===== config.mk =====
export PLATFORM = sky130hd
export DESIGN_NAME = instruction_fetch
export DESIGN_NICKNAME = d
export VERILOG_FILES = /design/src/rtl/instruction_fetch.sv
export SDC_FILE = /design/constraint.sdc
export NUM_CORES = 1
export LEC_CHECK = 0
export BUFFER_PORTS_ARGS = -buffer_cell sky130_fd_sc_hd__buf_2
export CAP_MARGIN = 20
export CELL_PAD_IN_SITES_DETAIL_PLACEMENT = 1
export CELL_PAD_IN_SITES_GLOBAL_PLACEMENT = 1
export CORE_AREA = 5 5 201 203
export CTS_CLUSTER_DIAMETER = 100
export DETAILED_ROUTE_END_ITERATION = 12
export DIE_AREA = 0 0 206 208
export PLACE_DENSITY_LB_ADDON = 0.15
export SYNTH_ARGS = -nofsm -noshare
export SYNTH_HDL_FRONTEND = slang
export SYNTH_SLANG_ARGS = --single-unit

===== constraint.sdc =====
create_clock -name clock -period 24.8 [get_ports clock]
set_clock_uncertainty 0.15 [all_clocks]
set_input_delay 6.2 -clock clock [delete_from_list [all_inputs] [get_ports clock]]
set_output_delay 6.2 -clock clock [all_outputs]
set_load 0.005 [all_outputs]

===== src/rtl/instruction_fetch.sv =====
// Instruction fetch stage: single-outstanding memory request engine feeding a
// two-entry {instr, pc, pc4} queue toward decode, with flush and misalignment handling.
module instruction_fetch #(
    parameter int INSTR_W = 32
) (
    input  logic               clock,
    input  logic               reset,
    input  logic [63:0]        PC,
    input  logic [63:0]        PC4,
    input  logic               fetch_en,
    output logic               pc_load,
    output logic               imem_req,
    output logic [63:0]        imem_addr,
    input  logic               imem_ready,
    input  logic               imem_rvalid,
    input  logic [INSTR_W-1:0] imem_rdata,
    input  logic               stall,
    input  logic               flush,
    output logic               ifid_valid,
    output logic [INSTR_W-1:0] ifid_instr,
    output logic [63:0]        ifid_pc,
    output logic [63:0]        ifid_pc4,
    output logic               misalign_err,
    output logic [31:0]        fetch_cnt
);

    typedef enum logic [1:0] {
        S_IDLE,
        S_WAIT,
        S_DISCARD
    } state_t;

    state_t              state_q, state_d;
    logic [1:0]          occ_q, occ_d;
    logic                head_q, head_d;
    logic                misalign_err_q, misalign_err_d;
    logic [31:0]         fetch_cnt_q, fetch_cnt_d;

    logic [INSTR_W-1:0]  instr_q [2];
    logic [INSTR_W-1:0]  instr_d [2];
    logic [63:0]         pc_q    [2];
    logic [63:0]         pc_d    [2];
    logic [63:0]         pc4_q   [2];
    logic [63:0]         pc4_d   [2];
    logic [63:0]         tag_pc_q, tag_pc_d;
    logic [63:0]         tag_pc4_q, tag_pc4_d;

    logic                aligned;
    logic                issue_ok;
    logic                accept;
    logic                push;
    logic                pop;
    logic                wr_idx;

    // Request/handshake decode; reset is folded in so imem_req drops asynchronously.
    always_comb begin
        aligned  = (PC[1:0] == 2'b00);
        issue_ok = fetch_en & ~flush & (state_q == S_IDLE) & (occ_q != 2'd2) & ~misalign_err_q;
        imem_req = reset & issue_ok & aligned;
        accept   = imem_req & imem_ready;
        push     = (state_q == S_WAIT) & imem_rvalid & ~flush;
        pop      = (occ_q != 2'd0) & ~stall & ~flush;
        wr_idx   = head_q ^ occ_q[0];
    end

    assign pc_load   = accept;
    assign imem_addr = PC;

    // Next-state for the fetch FSM; flush drops whatever response is still owed.
    always_comb begin
        state_d = state_q;
        unique case (state_q)
            S_IDLE: begin
                if (accept) begin
                    state_d = S_WAIT;
                end
            end
            S_WAIT: begin
                if (imem_rvalid) begin
                    state_d = S_IDLE;
                end else if (flush) begin
                    state_d = S_DISCARD;
                end
            end
            S_DISCARD: begin
                if (imem_rvalid) begin
                    state_d = S_IDLE;
                end
            end
            default: state_d = S_IDLE;
        endcase
    end

    always_comb begin
        occ_d          = occ_q;
        head_d         = head_q;
        misalign_err_d = misalign_err_q;
        fetch_cnt_d    = fetch_cnt_q;

        if (flush) begin
            occ_d          = 2'd0;
            misalign_err_d = 1'b0;
        end else begin
            if (push && !pop) begin
                occ_d = occ_q + 2'd1;
            end else if (pop && !push) begin
                occ_d = occ_q - 2'd1;
            end
            if (pop) begin
                head_d      = ~head_q;
                fetch_cnt_d = fetch_cnt_q + {31'd0, pop};
            end
            if (issue_ok && !aligned) begin
                misalign_err_d = 1'b1;
            end
        end
    end

    // Queue payload and request tag; slot contents are only observed while occupied.
    always_comb begin
        instr_d   = instr_q;
        pc_d      = pc_q;
        pc4_d     = pc4_q;
        tag_pc_d  = tag_pc_q;
        tag_pc4_d = tag_pc4_q;
        if (accept) begin
            tag_pc_d  = PC;
            tag_pc4_d = PC4;
        end
        if (push) begin
            instr_d[wr_idx] = imem_rdata;
            pc_d[wr_idx]    = tag_pc_q;
            pc4_d[wr_idx]   = tag_pc4_q;
        end
    end

    always_ff @(posedge clock or negedge reset) begin
        if (!reset) begin
            state_q        <= S_IDLE;
            occ_q          <= 2'd0;
            head_q         <= 1'b0;
            misalign_err_q <= 1'b0;
            fetch_cnt_q    <= 32'd0;
        end else begin
            state_q        <= state_d;
            occ_q          <= occ_d;
            head_q         <= head_d;
            misalign_err_q <= misalign_err_d;
            fetch_cnt_q    <= fetch_cnt_d;
        end
    end

    always_ff @(posedge clock) begin
        instr_q   <= instr_d;
        pc_q      <= pc_d;
        pc4_q     <= pc4_d;
        tag_pc_q  <= tag_pc_d;
        tag_pc4_q <= tag_pc4_d;
    end

    // Head fields read as zero whenever the queue is empty, including during reset.
    always_comb begin
        ifid_valid   = (occ_q != 2'd0);
        ifid_instr   = '0;
        ifid_pc      = '0;
        ifid_pc4     = '0;
        if (ifid_valid) begin
            ifid_instr = instr_q[head_q];
            ifid_pc    = pc_q[head_q];
            ifid_pc4   = pc4_q[head_q];
        end
        misalign_err = misalign_err_q;
        fetch_cnt    = fetch_cnt_q;
    end

endmodule


# == After elaboration in Yosys (flattened, before gate mapping) ==
# Index checks and enable logic that the tools add are counted.
# W data, S select, Z words.
# totals
input_bits,167
regBits,486
out_inout_bits,260
wordCells,86
# classes
n_reduce_logical,14
magnitude_cmp,3
bitwise,18
add_sub_neg,3
n_eq_ne,6
muxes,29
# op_table
cell,count
$mux W64,9
$bwmux W128,2
$mux W32,5
$bwmux W64,1
$demux W64 S1,1
$add A32 B1 Y32,1
$demux W32 S1,1
$mux W2,7
$and A1 B1 Y1,11
$ne A2 B2 Y1 const B,3
$pmux W2 S3,1
$ge A2 B2 Y1 const B,2
$logic_and A1 B1 Y1,4
$logic_not A2 Y1,2
$not A1 Y1,4
$not A1 Y2,2
$reduce_bool A2 Y1,2
$logic_not A1 Y1,3
$ne A3 B3 Y1 const B,1
$reduce_and A3 Y1,1
$reduce_bool A3 Y1,1
$add A2 B1 Y2 const B,1
$eq A2 B1 Y1 const B,1
$eq A2 B2 Y1 const B,1
other kinds (5),6

# == Logic depth before layout (Yosys ltp) ==
# logic_depth
ltp_word,10
ltp_mapped,10
depth_no_buf,9

# == Worst setup path before layout ==
# No wires, ideal clock.
# synth_path
path_kind,input-to-output
from,input flush
to,output pc_load
required_time_ns,18.450
path_slack_ns,8.282
path_stages,4
arrival_ns,10.168
path_buffers,0
path_cell_list,or4b_2 -> a21oi_1 -> and4_1 -> and2_1
# synth_via
elab_chain_len,8
# synth_lines
element,line_no,text
from (decl),18,"input logic flush,"
$not A1 Y1 (no line),--,
$and A1 B1 Y1 (4 in series),58,issue_ok = fetch_en & ~flush & (state_q == S_IDLE) & (occ_q != 2'd2) & ~misalign_err_q;
$and A1 B1 Y1 (2 in series),59,imem_req = reset & issue_ok & aligned;
via imem_req,12,"output logic imem_req,"
$and A1 B1 Y1,60,accept = imem_req & imem_ready;
to (decl),11,"output logic pc_load,"
# The timed path passes the listed nets, and every way through them passes these cells.

# == Worst setup path after layout ==
# layout_path
from,input flush
to,output pc_load
# layout_via
elab_chain_len,8
# layout_lines
element,line_no
$not A1 Y1 (no line),--
$and A1 B1 Y1 (4 in series),58
$and A1 B1 Y1 (2 in series),59
$and A1 B1 Y1,60
# Every way passes these cells.

==> run_results.csv <==
group,metric,value,unit
setup_path,cp_cell_sequence,"buf_2, or4b_2, a21oi_1, and4_1, and2_4, buf_2",
clocking,numCtsBuffers,49,
detailed_routing,wl_per_cell,21.5,um
floorplanning,die_w,206,um
setup_path,critPathSlowestCell,"or4b_2",
sta,fin_setup_tns,0,ns
clocking,path_clk_slew,0.06,ns
layout,fillers,3688,
layout,nets,1592,
outcome,outcome,"completed",
floorplanning,initial_core_util,0.474,
setup_path,crit_family,"simple AND/OR/NAND/NOR gates",
grt,antenna_found_initial,12,
detailed_routing,final_antenna_net_count,0,
grt,grt_overflow,0,
layout,final_common_cell,"edfxtp_1",
setup_path,crit_required,18.45,ns
logic_synthesis,synth_xor_xnor_area_share,0.0164,
detailed_routing,drc,0,
setup_path,cp-end-kind,"primary output",
placed_design,port_buffers,426,
placed_design,dp_slack,10.20,ns
logic_synthesis,synth_area_leaders,"edfxtp_1 74%, mux2i_1 8.8%, dfrtp_1 5.2%, nor2_1 3.6%, buf_4 2.6%",
logic_synthesis,synth-seq-cells,486,
sta,setup_viol,0,
logic_synthesis,syn_nets,1206,
setup_path,crit_fanout,34,
sta,setup_ws,10.22,ns
setup_path,crit_arrival,8.23,ns
power_and_ir_drop,power_frac_comb,0.079,
flow_run,max_cap_viol_count,0,
clocking,clk_latency,0.57,ns
placed_design,hpwl,28200,um
power_and_ir_drop,p_sw,0.382,mW
layout,mostFrequentLayoutCells,"448 x edfxtp_1, 426 x buf_2, 171 x nor2_1, 160 x mux2i_1, 51 x clkbuf_16",
power_and_ir_drop,cellPowerDensity,79.9,nW/um2
placed_design,placed_cell_area,20400,um2
clocking,htreeDepth,2,
sta,rsz0062_at_grt,"no",
grt,grt_use_total,0.193,
logic_synthesis,ys_warn_count,0,
detailed_routing,drt_first_pass_iters,6,
clocking,tritoncts,"done",
logic_synthesis,synth_compound_area_frac,0.00193,
layout,register_area,14400,um2
clocking,clk_path_buf_depth,3,
detailed_routing,vias,9889,
logic_synthesis,synth_fa_ha_area_frac,0.00207,
layout,fin_util,0.573,
floorplanning,core,38300,um2
power_and_ir_drop,vdd_ir_drop_max,57.7,uV
setup_path,critPathKind,"input pin to primary output",
clocking,clock-root-buffer,"clkbuf_16",
detailed_routing,drt_iter0_markers,493,
logic_synthesis,syn-mean-instance-area,17.5,um2
setup_path,start_kind,"input pin",
layout,multi_input_area,3080,um2
detailed_routing,wl,42700,um
grt,grt_pass1_wl,63300,um
power_and_ir_drop,leakage,8.73,nW
clocking,ctsHoldBuffers,0,
logic_synthesis,synthMuxAreaShare,0.0896,
power_and_ir_drop,clock_power_share,0.402,
power_and_ir_drop,p_seq_frac,0.519,
power_and_ir_drop,internal-power,1.37,mW
power_and_ir_drop,power.total,1.75,mW
layout,syn_to_final_growth,21.0,%
clocking,cts_setup_buffers,0,
sta,worst_pin_slew,1.08,ns
grt,grt_pass1_vias,10800,
logic_synthesis,netlist_area,18100,um2
detailed_routing,vias_per_cell,4.96,
sta,fin_crit,14.58,ns
sta,relSlewSlack,0.280,
sta,slew_viol_final,0,
logic_synthesis,ys_types,35,
placed_design,gp_congestion,0.755,
floorplanning,io_pins,427,
setup_path,max_stage_delay,0.62,ns
floorplanning,die_area,42800,um2
floorplanning,die_height,208,um
logic_synthesis,yosys.area.top_type,"edfxtp_1",
layout,design_area,21900,um2
min_path,hp-class,"flip-flop to flip-flop",
sta,fmax,68.6,MHz
logic_synthesis,synth-seq-area-share,0.794,
setup_path,crit_buf_inv,2,
power_and_ir_drop,swShare,0.218,
setup_path,crit_path_frequent_cell,"buf_2",
sta,finalCritPeriodShare,0.588,
logic_synthesis,netlist_instances,1036,
layout,drive_above_1_share,0.354,
grt,grt_start_max_net_pins,88,
floorplanning,num_rows,72,
clocking,cts-resized-gates,0,
logic_synthesis,synth_top_area_frac,0.742,
sta,hold_viol,0,
clocking,cts.sinks,486,
logic_synthesis,synth_top_family_by_area,"multiplexers",
logic_synthesis,synth-simple-area-share,0.0585,
==> layer usage <==
layer,vias up,wire length (um),share of wire,global-route usage
met5,-,27,0.00063,0
met4,4,1260,0.030,0.0723
met3,81,2790,0.065,0.0492
met2,320,22500,0.53,0.339
met1,4940,16200,0.38,0.229
li1,4544,-,-,-
==> worst register-to-register path: stages, from the launching register on <==
cell and delay [ns]:
dfrtp_4 1.12, xor2_1 0.38, nor2b_4 0.54, buf_4 0.82, buf_4 1.03
==> per-stage QoR <==
| stage | hold slack, ns | cells |
|---|---|---|
| 2_1_floorplan | 0.271 | 1036 |
| 3_3_place_gp | 0.272 | 1889 |
| 3_5_place_dp | 0.281 | 1889 |
| 4_1_cts | 0.294 | 1980 |
| 5_1_grt | 0.308 | 1991 |
| 6_report | 0.293 | 1992 |
==> state kept, by name, summed over array words and instances (netlist names) <==
signal and cells:
instr_q 64, tag_pc4_q 64, state_q 2, pc4_q 128
fetch_cnt 32, pc_q 128, tag_pc_q 64, head_q 1
occ_q 2, misalign_err 1
==> logic make-up (layout without fill, tap and decap cells) <==
logic type,Yosys count,after routing
DFF,486,486
and+or+nand+nor,235,235
muxes,162,162
buffers and inverters,109,535
xor gates and xnor gates,34,34
AOI/OAI and AO/OA,7,7
adders and majority gates,3,3
other,0,12
==> power groups by stage <==
stage	combinational [mW]	clock (mW)	sequential, mW
2_1_floorplan	0.117	0	0.910
3_3_place_gp	0.138	0	0.928
3_5_place_dp	0.140	0	0.929
4_1_cts	0.141	0.722	0.911
5_1_grt	0.148	0.758	0.912
6_report	0.138	0.705	0.911
==> final timing paths <==
path | start | endpoint | slack, ns | cells past startpoint
max in group asynchronous | reset | head_q | 18.24 | 1
min reg2reg | tag_pc4_q[46] | pc4_q[110] | 0.29 | 0
max | flush | pc_load | 10.22 | 6
max reg2reg | head_q | pc_q[57] | 20.31 | 4
min in group asynchronous | reset | fetch_cnt[17] | 5.61 | 1
min | tag_pc4_q[46] | pc4_q[110] | 0.29 | 0
==> Yosys cell counts <==
library cell	count
nor3_2	1
or4b_2	1
nor4_4	2
ha_1	3
nor2_2	1
xnor2_1	23
and3_1	3
nand3_1	13
edfxtp_1	448
or2_1	1
buf_4	64
o21ai_0	3
xor2_1	11
dfrtp_1	38
clkbuf_1	19
nand2_1	11
nand3b_1	1
and3_2	1
nand4_1	10
buf_2	13
buf_1	4
nor2_1	173
and4_1	2
a21oi_1	4
mux2i_1	160
nor3_4	1
nor3b_1	1
nand4_4	1
and2_1	3
nor2b_1	4
mux2_2	2
buf_6	1
or2_2	1
inv_1	8
nor3_1	4
==> final cells by class <==
| type | instances | area share |
|---|---|---|
| diodes | 12 | 0.00137 |
| clock buffers | 65 | 0.0606 |
| clock inverters | 26 | 0.00918 |
| inverters | 8 | 0.00137 |
| multi-input cells | 441 | 0.140 |
| flip-flops and latches | 486 | 0.657 |
| well taps | 518 | 0.0296 |
| repair buffers | 436 | 0.101 |
Note: power is estimated with default switching activity, not from simulation.
